===== src/rtl/ddrvfifo_wr_packer.sv =====
// Packs 32-bit producer words into 128-bit bursts for the virtual-FIFO core.
// Partial bursts are emitted on FLUSH or after FLUSH_TIMEOUT idle cycles.
module ddrvfifo_wr_packer #(
    parameter int ADDR_WIDTH    = 24,
    parameter int FLUSH_TIMEOUT = 255
) (
    input  logic                  BUS_CLK,
    input  logic                  BUS_RST_N,
    input  logic [31:0]           DATA_IN,
    input  logic                  WRITE,
    output logic                  FULL,
    input  logic                  FLUSH,
    output logic [127:0]          BURST_DATA,
    output logic [3:0]            BURST_MASK,
    output logic [ADDR_WIDTH-1:0] BURST_ADDR,
    output logic                  BURST_VALID,
    input  logic                  BURST_READY,
    output logic [7:0]            LOST_CNT,
    output logic [31:0]           BURST_CNT,
    output logic                  DBG_STATE
);

    // Handshake: a burst transfers on any rising edge where BURST_VALID and
    // BURST_READY are both 1; BURST_READY is ignored while BURST_VALID is 0.
    typedef enum logic {FILL = 1'b0, HOLD = 1'b1} state_t;

    localparam logic [7:0] TMO_LIMIT = 8'(FLUSH_TIMEOUT);

    state_t     state;
    logic [2:0] slot;
    logic [7:0] tmo;

    logic       accept;
    logic [2:0] slot_next;
    logic       tmo_hit;
    logic       go_hold;
    logic       handshake;

    always_comb begin
        accept    = 1'b0;
        slot_next = slot;
        tmo_hit   = 1'b0;
        go_hold   = 1'b0;
        handshake = BURST_VALID && BURST_READY;
        if (state == FILL) begin
            accept    = WRITE && !FULL;
            slot_next = slot + {2'b00, accept};
            tmo_hit   = (FLUSH_TIMEOUT != 0) && (tmo == TMO_LIMIT);
            // The word of this cycle lands first, so a flush sees the new lane.
            go_hold   = (slot_next == 3'd4) ||
                        ((FLUSH || tmo_hit) && (slot_next != 3'd0));
        end
    end

    always_ff @(posedge BUS_CLK or negedge BUS_RST_N) begin
        if (!BUS_RST_N) begin
            state       <= FILL;
            slot        <= 3'd0;
            tmo         <= 8'd0;
            FULL        <= 1'b0;
            BURST_VALID <= 1'b0;
            BURST_DATA  <= '0;
            BURST_MASK  <= 4'd0;
            BURST_ADDR  <= '0;
            LOST_CNT    <= 8'd0;
            BURST_CNT   <= 32'd0;
        end else begin
            if (WRITE && FULL && (LOST_CNT != 8'hFF))
                LOST_CNT <= LOST_CNT + 8'd1;
            case (state)
                FILL: begin
                    if (accept) begin
                        BURST_DATA[{slot[1:0], 5'b00000} +: 32] <= DATA_IN;
                        BURST_MASK[slot[1:0]]                   <= 1'b1;
                        slot                                    <= slot_next;
                    end
                    if (go_hold) begin
                        state       <= HOLD;
                        BURST_VALID <= 1'b1;
                        FULL        <= 1'b1;
                        tmo         <= 8'd0;
                    end else if (accept || (slot_next == 3'd0)) begin
                        tmo <= 8'd0;
                    end else if (tmo != 8'hFF) begin
                        tmo <= tmo + 8'd1;
                    end
                end
                HOLD: begin
                    if (handshake) begin
                        state       <= FILL;
                        BURST_VALID <= 1'b0;
                        FULL        <= 1'b0;
                        slot        <= 3'd0;
                        tmo         <= 8'd0;
                        BURST_DATA  <= '0;
                        BURST_MASK  <= 4'd0;
                        BURST_ADDR  <= BURST_ADDR + 1'b1;
                        BURST_CNT   <= BURST_CNT + 32'd1;
                    end
                end
                default: state <= FILL;
            endcase
        end
    end

    assign DBG_STATE = (state == HOLD);

endmodule


===== config.mk =====
export PLATFORM = sky130hd
export DESIGN_NAME = ddrvfifo_wr_packer
export DESIGN_NICKNAME = d
export VERILOG_FILES = /design/src/rtl/ddrvfifo_wr_packer.sv
export SDC_FILE = /design/constraint.sdc
export NUM_CORES = 1
export LEC_CHECK = 0
export BUFFER_PORTS_ARGS = -buffer_cell sky130_fd_sc_hd__buf_4
export CAP_MARGIN = 20
export CORE_ASPECT_RATIO = 1.4
export CORE_UTILIZATION = 55
export CTS_BUF_LIST = sky130_fd_sc_hd__clkbuf_8
export CTS_CLUSTER_SIZE = 40
export DETAILED_ROUTE_END_ITERATION = 7
export PLACE_DENSITY_LB_ADDON = 0.1
export SKIP_CTS_REPAIR_TIMING = 1
export SLEW_MARGIN = 20
export SYNTH_ARGS = -nofsm -noshare
export SYNTH_HDL_FRONTEND = slang
export SYNTH_SLANG_ARGS = --single-unit

===== constraint.sdc =====
create_clock -name BUS_CLK -period 2.8 [get_ports BUS_CLK]
set_input_delay 0 -clock BUS_CLK [delete_from_list [all_inputs] [get_ports BUS_CLK]]
set_output_delay 0 -clock BUS_CLK [all_outputs]
set_load 0.01 [all_outputs]

After elaboration in Yosys (flattened, before gate mapping) --
Index checks and enable logic that the tools add are counted.
Word-level totals: output and inout bits 199, flip-flop bits (word level) 209, logic and storage cells 71
Operators by class: add/sub/neg operators 6, eq/ne operators 8, $lt $le $gt $ge 2, mux-type cells 26, bitwise operators 2, shift operators 2, reduce and logical (&&, ||, !) cells 16
Operators by type and width (count):
- 128-bit 2-to-1 mux | 2
- 128-bit one-hot mux with 2 select lines | 1
- 128-bit bitwise mux | 1
- 32-bit by 9-bit variable shift with 128-bit output (first input constant) | 1
- 32-bit by 9-bit variable part select with 128-bit output | 1
- 32-bit by 1-bit adder with 32-bit output (second input constant) | 1
- 8-bit 2-to-1 mux | 4
- 24-bit by 1-bit adder with 24-bit output (second input constant) | 1
- 8-bit by 1-bit adder with 8-bit output (second input constant) | 2
- 8-bit inequality test (second input constant) | 2
- 8-bit one-hot mux with 2 select lines | 1
- 3-bit 2-to-1 mux | 3
- 7-bit negation with 9-bit output | 1
- 8-bit equality test (second input constant) | 1
- 4-bit 2-to-1 mux | 2
- 4-bit one-hot mux with 2 select lines | 1
- 2-bit AND reduction | 4
- 1-bit 2-to-1 mux | 7
- 1-bit logical AND | 6
- 3-bit one-hot mux with 2 select lines | 1
- 2-bit inequality test (second input constant) | 2
- 4-bit by 2-bit inequality test with 1-bit output (second input constant) | 1
- 4-bit bitwise OR | 1
- 1-bit one-hot mux with 2 select lines | 2
- 11 further kinds | 13

Logic depth before layout (Yosys ltp) --
Gate-level depths: netlist of the first run.
depth after elaboration 9, mapped depth 9, mapped depth without buffers 7

Least setup slack after synthesis of the first run --
No wires, ideal clock.
path kind reg-to-reg, start register BURST_VALID, end register tmo[0], arrival time 2.154 ns, path slack 0.580 ns, clock period less this slack 2.220 ns, data required time 2.734 ns, stages on the path, launching flop included 9, cell sequence dfrtp_1 buf_4 nor2b_1 and2_1 ha_1 nor2_1 nor4_1 and2_1 mux2_2
On the way: word-level cells in the longest chain between the ends 9
RTL lines:
- start: declaration | line 16 | output logic BURST_VALID,
- start signal: assignment | line 61 | BURST_VALID <= 1'b0;
- start signal: assignment | line 79 | BURST_VALID <= 1'b1;
- start signal: assignment | line 91 | BURST_VALID <= 1'b0;
- 1-bit zero test
- 1-bit logical AND
- 3-bit by 1-bit adder with 3-bit output
- 3-bit 2-to-1 mux / 3-bit nonzero test (equally long branches)
- 3-bit zero test / 1-bit logical AND (equally long branches)
- 1-bit logical OR, on equally long branches
- 8-bit 2-to-1 mux / 1-bit 2-to-1 mux (equally long branches)
- 8-bit 2-to-1 mux / 4-bit by 2-bit inequality test with 1-bit output (equally long branches)
- 8-bit one-hot mux with 2 select lines / 2-bit AND reduction (equally long branches)
- end signal: assignment | line 85 | tmo <= tmo + 8'd1;
- end: declaration | line 31 | logic [7:0] tmo;
Several ways; a longest one is shown, not always the timed one. A chain may end at the register's enable or synchronous reset.

Worst setup path in the final report of the first run --
start register slot[1], end register BURST_DATA[70]
On the way: word-level cells in the longest chain between the ends 5
RTL lines:
- start: declaration | line 30 | logic [2:0] slot;
- start signal: assignment | line 75 | slot <= slot_next;
- 7-bit negation with 9-bit output (*) | line 73 | BURST_DATA[{slot[1:0], 5'b00000} +: 32] <= DATA_IN;
- 32-bit by 9-bit variable part select with 128-bit output / 32-bit by 9-bit variable shift with 128-bit output (equally long branches) | line 73
- 128-bit bitwise mux (*) | line 73
- 128-bit 2-to-1 mux (*) | line 72 | if (accept) begin
- 128-bit one-hot mux with 2 select lines (*) | line 70 | case (state)
- end signal: assignment | line 62 | BURST_DATA <= '0;
- end signal: indexed assignment | line 73
- end signal: assignment | line 95 | BURST_DATA <= '0;
- end: declaration | line 13 | output logic [127:0] BURST_DATA,
Every way passes the cells marked *; elsewhere a longest branch is shown, timed or not. The select of a mux whose other input is x is not followed.

==> metrics.md, run 1 <==
| Metric | Value |
|---|---|
| Distinct cell type count of the synthesized netlist | 48 |
| Pin count of the biggest net entering global routing | 86 |
| Global-route wire length before repair | 36200 um |
| Combinational family with the most area after synthesis | simple AND/OR/NAND/NOR gates |
| Start-to-end type of the worst setup path | flop to flop |
| Post-Syn Area per Cell | 10.3 sq um |
| Critical Path Fanout Max | 16 |
| Post-synth ARST share | 100% |
| Largest area contributor in the netlist | sky130_fd_sc_hd__dfrtp_1 |
| Worst Path Arrival | 2.84 ns |
| Tightest slew margin relative to the limit | 53.9% |
| Total iterations of the first detailed-routing run | 5 |
| RSZ-0062 raised after global routing | false |
| Layout cells sized above 1 | 28.0% |
| HPWL after detailed placement | 15600 um |
| Maximum resistive drop on vdd | 607 uV |
| Hold_ws | 0.0464 ns |
| Slew at the pin closest to its max-slew limit | 0.682 ns |
| Number of I/O port buffers | 235 |
| Setup_tns | 0 ns |
| Number of global-route vias before repair | 7179 |
| Setup crit end kind | flop |
| Standby leakage power | 0.00585 uW |
| TritonCTS clock tree | done |
| Number of violations of the max-capacitance limit | 0 |
| Final period util | 86.4% |
| Routed vias | 7311 |
| Run status | completed |
| Die W | 109 um |
| Sequential cell area fraction in the yosys report | 59.2% |
| Clock Sink Count | 209 |
| Total standard cell area after synthesis | 8840 sq um |
| Largest cells by area after synthesis | sky130_fd_sc_hd__dfrtp_1 59%, sky130_fd_sc_hd__nand2_1 9.9%, sky130_fd_sc_hd__o21ai_0 5.8% |
| Most frequent standard cell in the layout excluding fill and tap cells | sky130_fd_sc_hd__buf_4 |
| Post-Route WL | 23300 um |
| Final setup vio count | 0 |
| Number of CTS-inserted buffers | 34 |
| Core region area | 15700 sq um |
| Multiplexer fraction of the synthesized cell area | 0.623% |
| Highest clock frequency the design can meet | 413 MHz |
| Final routed DRC violation total | 0 |
| Most frequently used flop master after synthesis | sky130_fd_sc_hd__dfrtp_1 |
| Adder-cell share of the synthesized area | 1.42% |
| Standard-cell row count | 54 |
| Number of instances in the synthesized netlist | 861 |
| Violation count after the first detailed-route iteration | 383 |
| Final-report max-slew violation count | 0 |
| Post-synthesis compound-gate area fraction | 10.6% |
| Worst R2R Setup Slack | 0.38 ns |
| Final estimated routing congestion in global placement | 0.871 |
| Flip-flop and latch count after synthesis | 209 |
| Post-synth EDFFs | 0 |
| Clock-pin slew reported for the worst setup and hold paths after clock tree synthesis | 0.07 ns |
| Count of nets left with antenna violations after detail routing | 0 |
| Shortest clock period the worst path allows after layout | 2.42 ns |
| Die boundary height | 152 um |
| Bufs on Longest Clock Path | 3 |
| Initial cell density of the core | 56.4% |
| Ant diodes | 0 |
| Die Outline Area | 16600 sq um |
| Kind of start point of the critical path | flop |
| Post-synthesis share of cell area spent on xor and xnor gates | 6.24% |
| Count of warnings emitted by yosys | 0 |
| Nets | 1189 |
| Simple-Gate Fraction of Synth Area | 19.0% |
| Number of antenna violations at the first check in global routing | 0 |
| Type of the tightest min-delay check | primary input to flop |
| Total gr overflow | 0 |
| Clock latency at the later pin of the worst-skew pair | 0.50 ns |
| Crit path required time | 3.22 ns |
| Clock root cell | sky130_fd_sc_hd__clkbuf_8 |
| Area delta synth->final | 34.6% |
| WL/cell | 17.1 um |
| Commonest non-fill, non-tap cells in the layout | 253 x sky130_fd_sc_hd__buf_4, 233 x sky130_fd_sc_hd__nand2_1, 209 x sky130_fd_sc_hd__dfrtp_1 |
| Power per Cell Area | 728 nW/um^2 |
| Net count after synthesis | 908 |
| Final Hold Viols | 0 |
| Synth top area share | 59.2% |
| Maximum clock skew at final layout | 0.0190 ns |
| Via/cell ratio | 5.37 |
| CTS H-Tree Depth | 2 |
| Total global routing track utilization | 27.7% |
| Top Ports | 236 |
## where the power goes
part	total (uW)	internal, uW	leakage (uW)	switching, uW
clock network	2510	1370	0.000393	1140
logic	2420	985	0.00262	1430
registers	3720	3400	0.00284	324
total	8650	5750	0.00585	2900
## metrics by stage
step / setup WS [ns] / power, uW / instances / instance area (sq um) / utilization, %
2_1_floorplan: 0.580 / 4950 / 861 / 8840 / -
3_3_place_gp: 0.373 / 6080 / 1267 / 10900 / 69.4
3_5_place_dp: 0.247 / 6140 / 1267 / 10900 / 69.4
4_1_cts: 0.224 / 8680 / 1326 / 11500 / 73.6
5_1_grt: 0.263 / 9130 / 1361 / 11900 / 75.9
6_report: 0.382 / 8650 / 1361 / 11900 / 75.9
## cells by family after synthesis
logic type | Yosys count
buffers and inverters | 61
multiplexers | 5
adder cells (fa/ha/maj) | 10
AND/OR/NAND/NOR | 355
AO/OA/AOI/OAI | 158
XOR/XNOR | 63
flip-flops | 209
## routing by layer
metal  part of all wire, %  vias up  track usage [%]  wire [um]
li1                      -     3492                -          -
met1                    40     3511             34.3       9210
met2                    51      267             46.1      11800
met3                   7.5       41             7.72       1760
met4                   2.3        0             9.59        533
met5                     0        -                0          0
## state kept, by name (all words and copies together) (netlist names)
register,flops
BURST_ADDR,24
BURST_DATA,128
slot,3
LOST_CNT,8
BURST_VALID,1
BURST_MASK,4
BURST_CNT,32
DBG_STATE,1
tmo,8
## cells in the mapped netlist (4+ instances only)
cell type,instances
sky130_fd_sc_hd__o21ai_1,6
sky130_fd_sc_hd__and4_1,5
sky130_fd_sc_hd__ha_1,10
sky130_fd_sc_hd__a21oi_1,8
sky130_fd_sc_hd__nand2_1,233
sky130_fd_sc_hd__inv_1,15
sky130_fd_sc_hd__nor2b_1,5
sky130_fd_sc_hd__or2_2,4
sky130_fd_sc_hd__o21ai_0,102
sky130_fd_sc_hd__nand3_1,13
sky130_fd_sc_hd__nand4_1,28
sky130_fd_sc_hd__mux2_2,4
sky130_fd_sc_hd__xor2_1,21
sky130_fd_sc_hd__nor2_1,18
sky130_fd_sc_hd__nor3_1,13
sky130_fd_sc_hd__dfrtp_1,209
sky130_fd_sc_hd__buf_2,8
sky130_fd_sc_hd__clkbuf_1,32
sky130_fd_sc_hd__a22o_1,28
sky130_fd_sc_hd__xnor2_1,42
sky130_fd_sc_hd__buf_4,4
sky130_fd_sc_hd__and3_1,14
## final cells by class
class / instances / area [sq um]
clock buffers: 43 / 592
clock inverters: 16 / 61.3
fillers: 1141 / 3780
inverters: 15 / 56.3
multi-input cells: 591 / 3400
flip-flops and latches: 209 / 5230
well taps: 196 / 245
repair buffers: 291 / 2300
## path summary, 6_finish.rpt
kind | start | end | cells after the start
max | slot[1] | BURST_DATA[70] | 7
min | WRITE | slot[0] | 4
max reg2reg | slot[1] | BURST_DATA[70] | 7
min reg2reg | BURST_ADDR[23] | BURST_ADDR[23] | 1
max in group asynchronous | BUS_RST_N | BURST_DATA[63] | 3
min in group asynchronous | BUS_RST_N | BURST_CNT[12] | 2
## critical path: stages (launching register included)
cell	delay, ns
sky130_fd_sc_hd__dfrtp_1	0.43
sky130_fd_sc_hd__inv_1	0.11
sky130_fd_sc_hd__ha_1	0.35
sky130_fd_sc_hd__nor2b_1	0.17
sky130_fd_sc_hd__and4_1	0.21
sky130_fd_sc_hd__nor2b_2	0.55
sky130_fd_sc_hd__buf_4	0.35
sky130_fd_sc_hd__a22o_1	0.17
Power figures use the tool's default switching activity.
==> inputs of run 2 (changes only) <==
CORE_UTILIZATION = 49   (was 55)
clock period = 2 ns   (was 2.8 ns; I/O delays follow)
==> metrics.md, run 2 (synthesized netlist as in run 1, its figures left out) <==
| Metric | Value |
|---|---|
| Logic pwr share | 28.1% |
| Area of placed instances | 11100 sq um |
| Clock latency at the later pin of the worst-skew pair | 0.51 ns |
| Initial cell density of the core | 50.6% |
| Tightest slew margin relative to the limit | 38.9% |
| Area delta synth->final | 38.8% |
| Ant diodes | 0 |
| Maximum resistive drop on vdd | 800 uV |
| Total iterations of the first detailed-routing run | 6 |
| Core region area | 17500 sq um |
| HPWL after detailed placement | 16100 um |
| Final estimated routing congestion in global placement | 0.821 |
| Violation count after the first detailed-route iteration | 334 |
| Critical Path Fanout Max | 4 |
| Routed vias | 7284 |
| Number of antenna violations at the first check in global routing | 0 |
| Global-route wire length before repair | 36100 um |
| Top Ports | 236 |
| RSZ-0062 raised after global routing | false |
| Final setup vio count | 0 |
| Clock-pin slew reported for the worst setup and hold paths after clock tree synthesis | 0.06 ns |
| Number of global-route vias before repair | 7130 |
| Number of CTS-inserted buffers | 35 |
| Clock root cell | sky130_fd_sc_hd__clkbuf_8 |
| Total global routing track utilization | 24.8% |
| Setup crit end kind | flop |
| Start-to-end type of the worst setup path | flop to flop |
| Area of all sequential standard cells | 5230 sq um |
| Clock Sink Count | 209 |
| Type of the tightest min-delay check | primary input to async pin |
| Kind of start point of the critical path | flop |
| Final Hold Viols | 0 |
| Most frequent standard cell in the layout excluding fill and tap cells | sky130_fd_sc_hd__buf_4 |
| TritonCTS clock tree | done |
| Count of nets left with antenna violations after detail routing | 0 |
| Via/cell ratio | 5.13 |
| Power per Cell Area | 1040 nW/um^2 |
| Worst Path Arrival | 2.31 ns |
| Post-Route WL | 22900 um |
| Die W | 115 um |
| Commonest non-fill, non-tap cells in the layout | 259 x sky130_fd_sc_hd__buf_4, 233 x sky130_fd_sc_hd__nand2_1, 207 x sky130_fd_sc_hd__dfrtp_1 |
| Area of all placed cells without fillers | 12300 sq um |
| Standard-cell row count | 57 |
| Shortest clock period the worst path allows after layout | 1.87 ns |
| Maximum clock skew at final layout | 0.0307 ns |
| Run status | completed |
| Registers with the most flip-flops | BURST_DATA: 128 flops, BURST_CNT: 32 flops, BURST_ADDR: 24 flops |
| Number of fillers in the final layout | 1375 |
| Final-report max-slew violation count | 0 |
| Switch share | 32.5% |
| Total gr overflow | 0 |
| Die boundary height | 161 um |
| Power share of the clock group | 31.1% |
| WL/cell | 16.1 um |
| CTS H-Tree Depth | 2 |
| Setup_tns | 0 ns |
| Final routed DRC violation total | 0 |
| Crit path required time | 2.44 ns |
| Psw | 4150 uW |
| Number of I/O port buffers | 235 |
| Cell internal power dissipation | 8620 uW |
| Largest register FFs | 128 |
| Highest clock frequency the design can meet | 535 MHz |
| Slew at the pin closest to its max-slew limit | 0.913 ns |
| Register with the highest flop count | BURST_DATA |
| Worst R2R Setup Slack | 0.13 ns |
| Final period util | 93.4% |
| Multi-input gate area | 3430 sq um |
| Bufs on Longest Clock Path | 3 |
| Share of power burned in registers | 40.8% |
| Pin count of the biggest net entering global routing | 63 |
| Layout cells sized above 1 | 29.9% |
| Nets | 1206 |
| Die Outline Area | 18600 sq um |
| Number of violations of the max-capacitance limit | 0 |
| Standby leakage power | 0.00600 uW |
[run 2: cell count changes in the layout (fill, tap and decap cells not counted), moves of 2 or more]
| cell | delta |
|---|---|
| sky130_fd_sc_hd__buf_12 | +5 |
| sky130_fd_sc_hd__buf_6 | +2 |
| sky130_fd_sc_hd__buf_4 | +6 |
| sky130_fd_sc_hd__inv_1 | -6 |
| sky130_fd_sc_hd__clkbuf_8 | +3 |
| sky130_fd_sc_hd__dlygate4sd3_1 | +3 |
| sky130_fd_sc_hd__dfrtp_2 | +2 |
| sky130_fd_sc_hd__inv_2 | +2 |
| sky130_fd_sc_hd__clkinv_2 | +2 |
| sky130_fd_sc_hd__bufinv_16 | +2 |
| sky130_fd_sc_hd__dfrtp_1 | -2 |
[run 2: worst paths after layout]
kind                                       end  cells after the start      startpoint
worst max-delay path                    tmo[7]                      7     BURST_VALID
worst min-delay path             BURST_CNT[22]                      3       BUS_RST_N
worst max register to register          tmo[7]                      7     BURST_VALID
worst min register to register  BURST_ADDR[23]                      1  BURST_ADDR[23]
max in group asynchronous       BURST_DATA[37]                      3       BUS_RST_N
min in group BUS_CLK            BURST_DATA[79]                      3     DATA_IN[15]
[run 2: layout make-up]
class | count | share of cell area (%)
clock buffers | 46 | 5.16
clock inverters | 16 | 0.949
inverters | 15 | 0.459
multi-input cells | 591 | 28.0
flip-flops and latches | 209 | 42.7
well taps | 236 | 2.41
repair buffers | 307 | 20.4
[run 2: critical path, stage by stage, from the launching register on]
cell,delay (ns)
sky130_fd_sc_hd__dfrtp_1,0.39
sky130_fd_sc_hd__nor2b_4,0.05
sky130_fd_sc_hd__and2_4,0.16
sky130_fd_sc_hd__ha_4,0.27
sky130_fd_sc_hd__nor2_1,0.06
sky130_fd_sc_hd__or4_4,0.44
sky130_fd_sc_hd__or3_1,0.35
sky130_fd_sc_hd__o21ai_1,0.07
[run 2: metrics by stage]
step	worst slack, ns	std cells	hold slack (ns)	power, uW	utilization [%]
3_3_place_gp	0.116	1320	-0.0668	8750	63.7
5_1_grt	0.00448	1420	0.0926	13500	70.2
6_report	0.132	1420	0.0833	12800	70.2
3_5_place_dp	0.0661	1320	-0.0682	8830	63.7
2_1_floorplan	0.0126	861	-0.296	6970	-
4_1_cts	0.0179	1382	-0.620	12800	68.0
[run 2: per-layer routing]
layer / global-route usage [%] / routed length, um / share of wire, % / vias to the layer above
met5: 0 / 0 / 0 / -
met4: 9.56 / 641 / 2.8 / 0
met3: 6.26 / 1560 / 6.8 / 43
met2: 41.2 / 11400 / 50 / 240
met1: 30.6 / 9340 / 41 / 3488
li1: - / - / - / 3513
[run 2: power by group through the flow]
stage	Combinational (uW)	Clock [uW]	Sequential, uW
detailed placement	3560	0	5260
CTS	3560	4070	5200
floorplan	1530	0	5440
global route	3940	4260	5270
global placement	3500	0	5250
finish	3590	3980	5210
